<file path="config.mk">
export PLATFORM = sky130hd
export DESIGN_NAME = keypad_scanner_flat
export DESIGN_NICKNAME = d
export VERILOG_FILES = /design/src/rtl/keypad_scanner_if.sv /design/src/rtl/keypad_scanner.sv /design/src/flat_wrapper.sv
export SDC_FILE = /design/constraint.sdc
export NUM_CORES = 1
export LEC_CHECK = 0
export CELL_PAD_IN_SITES_DETAIL_PLACEMENT = 1
export CELL_PAD_IN_SITES_GLOBAL_PLACEMENT = 2
export CORE_MARGIN = 8
export CORE_UTILIZATION = 32
export DETAILED_ROUTE_END_ITERATION = 6
export PLACE_DENSITY_LB_ADDON = 0.1
export SLEW_MARGIN = 0
export SYNTH_ARGS = -nofsm -noshare
export SYNTH_HDL_FRONTEND = slang
export SYNTH_SLANG_ARGS = --single-unit
export TNS_END_PERCENT = 100
</file>
<file path="constraint.sdc">
create_clock -name clk -period 2 [get_ports clk]
set_input_delay 0.5 -clock clk [delete_from_list [all_inputs] [get_ports clk]]
set_output_delay 0.5 -clock clk [all_outputs]
set_load 0.03 [all_outputs]
</file>
<file path="src/rtl/keypad_scanner_if.sv">
// Keypad pin and key-event bundle between the matrix scanner and its consumers.
// The scanner drives rows and key events; the keypad side drives the column lines.
interface keypad_scanner_if;
    logic [3:0] col_n;
    logic [3:0] row_n;
    logic [3:0] key_code;
    logic       key_valid;
    logic       key_held;

    modport master (
        input  col_n,
        output row_n,
        output key_code,
        output key_valid,
        output key_held
    );

    modport slave (
        output col_n,
        input  row_n,
        input  key_code,
        input  key_valid,
        input  key_held
    );
endinterface

</file>
<file path="src/rtl/keypad_scanner.sv">
// 4x4 matrix keypad scanner: walks one active-low row at a time, synchronizes the
// columns, debounces a single press/release and emits one hex code per press.
module keypad_scanner #(
    parameter int SCAN_DIV       = 48000,
    parameter int DEBOUNCE_TICKS = 4
) (
    input  logic             clk,
    input  logic             reset,
    keypad_scanner_if.master kp
);
    localparam int DIV_W = $clog2(SCAN_DIV);
    localparam int DEB_W = $clog2(DEBOUNCE_TICKS + 1);

    localparam logic [1:0] SCAN     = 2'd0;
    localparam logic [1:0] PRESS_DB = 2'd1;
    localparam logic [1:0] HELD     = 2'd2;
    localparam logic [1:0] REL_DB   = 2'd3;

    logic [3:0]       col_meta;
    logic [3:0]       col_s;
    logic [DIV_W-1:0] div;
    logic             tick;
    logic [1:0]       state;
    logic [1:0]       r;
    logic [1:0]       c;
    logic [1:0]       c_low;
    logic [DEB_W-1:0] deb_cnt;
    logic [DEB_W-1:0] deb_nxt;
    logic             deb_done;
    logic [3:0]       key_code;
    logic             key_valid;
    logic             key_held;

    function automatic logic [3:0] key_map(input logic [1:0] row, input logic [1:0] col);
        logic [3:0] k;
        case ({row, col})
            4'h0: k = 4'h1;  4'h1: k = 4'h2;  4'h2: k = 4'h3;  4'h3: k = 4'hA;
            4'h4: k = 4'h4;  4'h5: k = 4'h5;  4'h6: k = 4'h6;  4'h7: k = 4'hB;
            4'h8: k = 4'h7;  4'h9: k = 4'h8;  4'hA: k = 4'h9;  4'hB: k = 4'hC;
            4'hC: k = 4'hE;  4'hD: k = 4'h0;  4'hE: k = 4'hF;  default: k = 4'hD;
        endcase
        return k;
    endfunction

    assign tick     = (div == DIV_W'(SCAN_DIV - 1));
    assign deb_nxt  = deb_cnt + DEB_W'(1);
    assign deb_done = (deb_nxt == DEB_W'(DEBOUNCE_TICKS));

    // Lowest-index low column wins when several keys in the row are down.
    always_comb begin
        c_low = 2'd3;
        if (!col_s[0])      c_low = 2'd0;
        else if (!col_s[1]) c_low = 2'd1;
        else if (!col_s[2]) c_low = 2'd2;
    end

    always_ff @(posedge clk) begin
        if (reset) begin
            col_meta  <= 4'hF;
            col_s     <= 4'hF;
            div       <= '0;
            state     <= SCAN;
            r         <= 2'd0;
            c         <= 2'd0;
            deb_cnt   <= '0;
            key_code  <= 4'h0;
            key_valid <= 1'b0;
            key_held  <= 1'b0;
        end else begin
            col_meta  <= kp.col_n;
            col_s     <= col_meta;
            div       <= tick ? '0 : div + DIV_W'(1);
            key_valid <= 1'b0;
            if (tick) begin
                case (state)
                    SCAN: begin
                        if (col_s != 4'hF) begin
                            c       <= c_low;
                            deb_cnt <= DEB_W'(1);
                            if (DEBOUNCE_TICKS == 1) begin
                                key_code  <= key_map(r, c_low);
                                key_held  <= 1'b1;
                                key_valid <= 1'b1;
                                state     <= HELD;
                            end else begin
                                state <= PRESS_DB;
                            end
                        end else begin
                            r <= r + 2'd1;
                        end
                    end
                    PRESS_DB: begin
                        if (!col_s[c]) begin
                            deb_cnt <= deb_nxt;
                            if (deb_done) begin
                                key_code  <= key_map(r, c);
                                key_held  <= 1'b1;
                                key_valid <= 1'b1;
                                state     <= HELD;
                            end
                        end else begin
                            // Bounce: drop the candidate silently and move on.
                            r     <= r + 2'd1;
                            state <= SCAN;
                        end
                    end
                    HELD: begin
                        if (col_s[c]) begin
                            deb_cnt <= DEB_W'(1);
                            if (DEBOUNCE_TICKS == 1) begin
                                key_held <= 1'b0;
                                r        <= r + 2'd1;
                                state    <= SCAN;
                            end else begin
                                state <= REL_DB;
                            end
                        end
                    end
                    default: begin
                        if (col_s[c]) begin
                            deb_cnt <= deb_nxt;
                            if (deb_done) begin
                                key_held <= 1'b0;
                                r        <= r + 2'd1;
                                state    <= SCAN;
                            end
                        end else begin
                            state <= HELD;
                        end
                    end
                endcase
            end
        end
    end

    assign kp.row_n     = ~(4'b0001 << r);
    assign kp.key_code  = key_code;
    assign kp.key_valid = key_valid;
    assign kp.key_held  = key_held;
endmodule

</file>
<file path="src/flat_wrapper.sv">
// flat-port wrapper written by rule: the top's interface ports become plain ports
module keypad_scanner_flat 
#(
    parameter int SCAN_DIV       = 48000,
    parameter int DEBOUNCE_TICKS = 4
)
  (clk, reset, kp_col_n, kp_row_n, kp_key_code, kp_key_valid, kp_key_held);
  keypad_scanner_if kp_i ();
  input  logic clk;
  input  logic reset;
  input wire logic [$bits(kp_i.col_n)-1:0] kp_col_n;
  output wire logic [$bits(kp_i.row_n)-1:0] kp_row_n;
  output wire logic [$bits(kp_i.key_code)-1:0] kp_key_code;
  output wire logic [$bits(kp_i.key_valid)-1:0] kp_key_valid;
  output wire logic [$bits(kp_i.key_held)-1:0] kp_key_held;
  assign kp_i.col_n = kp_col_n;
  assign kp_row_n = kp_i.row_n;
  assign kp_key_code = kp_i.key_code;
  assign kp_key_valid = kp_i.key_valid;
  assign kp_key_held = kp_i.key_held;
  keypad_scanner #(.SCAN_DIV(SCAN_DIV), .DEBOUNCE_TICKS(DEBOUNCE_TICKS)) u_core (.clk(clk), .reset(reset), .kp(kp_i));
endmodule
</file>
==> results of run 1 <==
placed cells by master, fill, tap and decap left out, types with 2 or more instances in the layout:
cell type and instances:
nor3_1 4, nand3b_1 3, nand3_1 6, nor2_1 28, and3_1 6, clkdlybuf4s50_1 11
clkbuf_8 7, nand4_1 7, xor2_1 7, ha_1 11, or2_2 9, a21oi_1 5
dfxtp_1 38, inv_1 15, buf_4 21, xnor2_1 7, o21ai_0 5, nand2b_1 2
mux4_2 2, mux2_2 4, o31ai_1 3, mux2i_1 7, nor3b_1 3, nand2_1 12
kinds of logic (layout without fill, tap and decap cells):
family	count (synthesis)	in the layout	synth area share, %
adders and majority gates	12	12	7.44
muxes	13	14	7.94
DFF	39	39	38.7
and+or+nand+nor	91	91	25.7
buffers and inverters	27	56	5.64
xor gates and xnor gates	14	14	6.08
AOI/OAI and AO/OA	24	24	8.49
final timing paths:
path / from / endpoint / slack [ps] / cells after the start
worst min-delay path: u_core.col_meta[3]$_SDFF_PP1_ / u_core.col_s[3]$_SDFF_PP1_ / 420 / 1
worst max-delay path: u_core.div[0]$_SDFF_PP0_ / u_core.deb_cnt[2]$_SDFFE_PP0P_ / 110 / 7
worst max register to register: u_core.div[0]$_SDFF_PP0_ / u_core.deb_cnt[2]$_SDFFE_PP0P_ / 110 / 7
worst min register to register: u_core.col_meta[3]$_SDFF_PP1_ / u_core.col_s[3]$_SDFF_PP1_ / 420 / 1
flip-flops by register name, summed over array words and instances, names as in the netlist, named ones only:
name                 flops
u_core.state             1
u_core.col_meta          4
u_core.kp.key_code       4
u_core.kp.key_held       1
u_core.deb_cnt           3
u_core.c                 2
u_core.div              16
u_core.r                 2
u_core.kp.key_valid      1
u_core.col_s             4
final cells by class:
class / instances / area share [%]
Multi-Input combinational cell: 155 / 46.8
Tap cell: 77 / 3.91
Sequential cell: 39 / 31.7
Timing Repair Buffer: 33 / 11.2
Inverter: 15 / 2.29
Clock buffer: 8 / 4.06
worst max-delay path, cell delays in order (launching register included):
cell      delay [ps]
dfxtp_1          400
ha_2             230
nand4_4          120
nor4_4           260
buf_4            190
nand2_4           50
or4_1            470
o211ai_1         100
layer usage:
metal | vias up | wire length (um)
met5 | - | 0
met4 | 0 | 70
met3 | 5 | 130
met2 | 10 | 2700
met1 | 799 | 2320
li1 | 811 | -
report_power, final:
part	leakage [nW]	switching [W]	internal (W)
registers	0.317	0.0000129	0.000792
clock network	0.0515	0.000288	0.000315
logic	0.657	0.0000472	0.0000451
repair_timing:
action,CTS,global route
cloned,0,1
setup endpoints to repair,20,13
pin swaps,1,1
resized for setup,1,2
buffers inserted,0,4
stage by stage:
stage	cells	utilization (%)	hold slack, ps
2_1_floorplan	220	-	389
3_3_place_gp	314	36.9	403
3_5_place_dp	314	36.9	402
4_1_cts	322	38.5	430
5_1_grt	327	39.5	442
6_report	327	39.5	423
==> impl_metrics.py, run 1 <==
metrics = {
    "timing": {
        "hold_viol": 0,
        "min_period_over_period_pct": 94.7,
        "setup_ws_ps": 107,
        "rsz0062_at_grt": "no",
        "maxSlewViolCount": 0,
        "tns_ps": 0,
        "period_needed_ps": 1890,
        "worstMarginPinSlew_ps": 375,
        "finClkSkew_ps": 7.86,
        "relSlewSlack_pct": 74.3,
        "setup_viol": 0,
        "max_freq_ghz": 0.528,
    },
    "place": {
        "gp_congestion": 0.756,
        "placed_cell_area_um2": 2300,
        "dp_hpwl_um": 3720,
        "pre_cts_slack_ps": -86.5,
        "io_buffers": 15,
    },
    "yosys": {
        "syn-num-nets": 238,
        "synth_warnings": 0,
        "yosys.area.top_type": "dfxtp_1",
        "yosysMostFrequentCell": "dfxtp_1",
        "synth-async-reset-ratio_pct": 0,
        "synth_top_area_share_pct": 38.7,
        "ys_ff_latch": 39,
        "synth_area_um2": 2020,
        "synth-edff-count": 0,
        "synthTopCellsByArea": "dfxtp_1, ha_1, nor2_1",
        "synthCells": 220,
        "seq_area_frac_synth_pct": 38.7,
        "synth_cell_types": 46,
        "synth_ff_type": "dfxtp_1",
        "syn_area_per_cell_um2": 9.17,
        "ys_top_cells_by_count": "dfxtp_1, nor2_1, inv_1",
    },
    "die": {
        "rows": 29,
        "die_area_um2": 9100,
        "die_w_um": 95.4,
        "start_util_pct": 32.3,
        "core_area_um2": 6240,
        "ios": 16,
        "die_h_um": 95.4,
    },
    "finish": {
        "syn_to_final_growth_pct": 22.1,
        "fin_area_um2": 2460,
        "final_nets": 267,
        "layout-drive-gt1-share_pct": 20.8,
        "seq_area_um2": 782,
        "diodes": 0,
        "num-fill-cells": 740,
        "multi_input_area_um2": 1150,
    },
    "clock_tree": {
        "clockRootBuffer": "clkbuf_8",
        "cts.reportedPaths.clkPinSlew_ps": 80,
        "cts_buffer_depth": 2,
        "cts_sinks": 39,
        "cts_tree": "done",
        "cts_htree_levels": 2,
        "hold_buffers": 0,
        "cts-buffers-inserted": 5,
        "insertion_delay_ps": 300,
    },
    "worst_setup_path": {
        "critPathRequiredTime_ps": 2230,
        "critPathArrivalTime_ps": 2120,
        "worstSetupPathType": "reg2reg",
        "critPathCaptureType": "register",
        "cp_max_fo": 4,
        "start_kind": "register",
    },
    "job": {
        "cap_violations": 0,
    },
    "global_route": {
        "top_usage_layer": "met2",
        "grt_pass1_vias": 1797,
        "antenna_found_initial": 0,
        "overflow": 0,
        "grt_max_degree": 18,
        "grt_use_total_pct": 11.8,
        "grt_pass1_wl_um": 8420,
        "use_met3_pct": 2.68,
        "use_met1_pct": 13.5,
        "grt_use_met2_pct": 20.9,
    },
    "detailed_routing": {
        "viasPerCell": 4.97,
        "firstDrtPassIters": 3,
        "wl_um": 5220,
        "drtAntennaViolNets": 0,
        "wl_per_cell_um": 16.0,
        "dr.first_iter.drc_count": 39,
        "drc": 0,
        "num_vias": 1625,
    },
    "hold_path": {
        "hold_path_class": "reg2reg",
    },
    "pwr": {
        "p_leak_nw": 1.03,
        "p_per_area_nw_per_um2": 609,
        "power_w": 0.00150,
        "vdd_drop_max_mv": 0.307,
    },
    "run_status": {
        "outcome": "finished clean",
    },
}
Note: power is estimated with default switching activity, not from simulation.
==> inputs of run 2 (changes only) <==
--- a/config.mk
+++ b/config.mk
@@ -5,6 +5,7 @@
 export SDC_FILE = /design/constraint.sdc
 export NUM_CORES = 1
 export LEC_CHECK = 0
+export CAP_MARGIN = 20
 export CELL_PAD_IN_SITES_DETAIL_PLACEMENT = 1
 export CELL_PAD_IN_SITES_GLOBAL_PLACEMENT = 2
 export CORE_MARGIN = 8
==> results of run 2 <==
Final layout, timing and power as in run 1 (identical DEF).
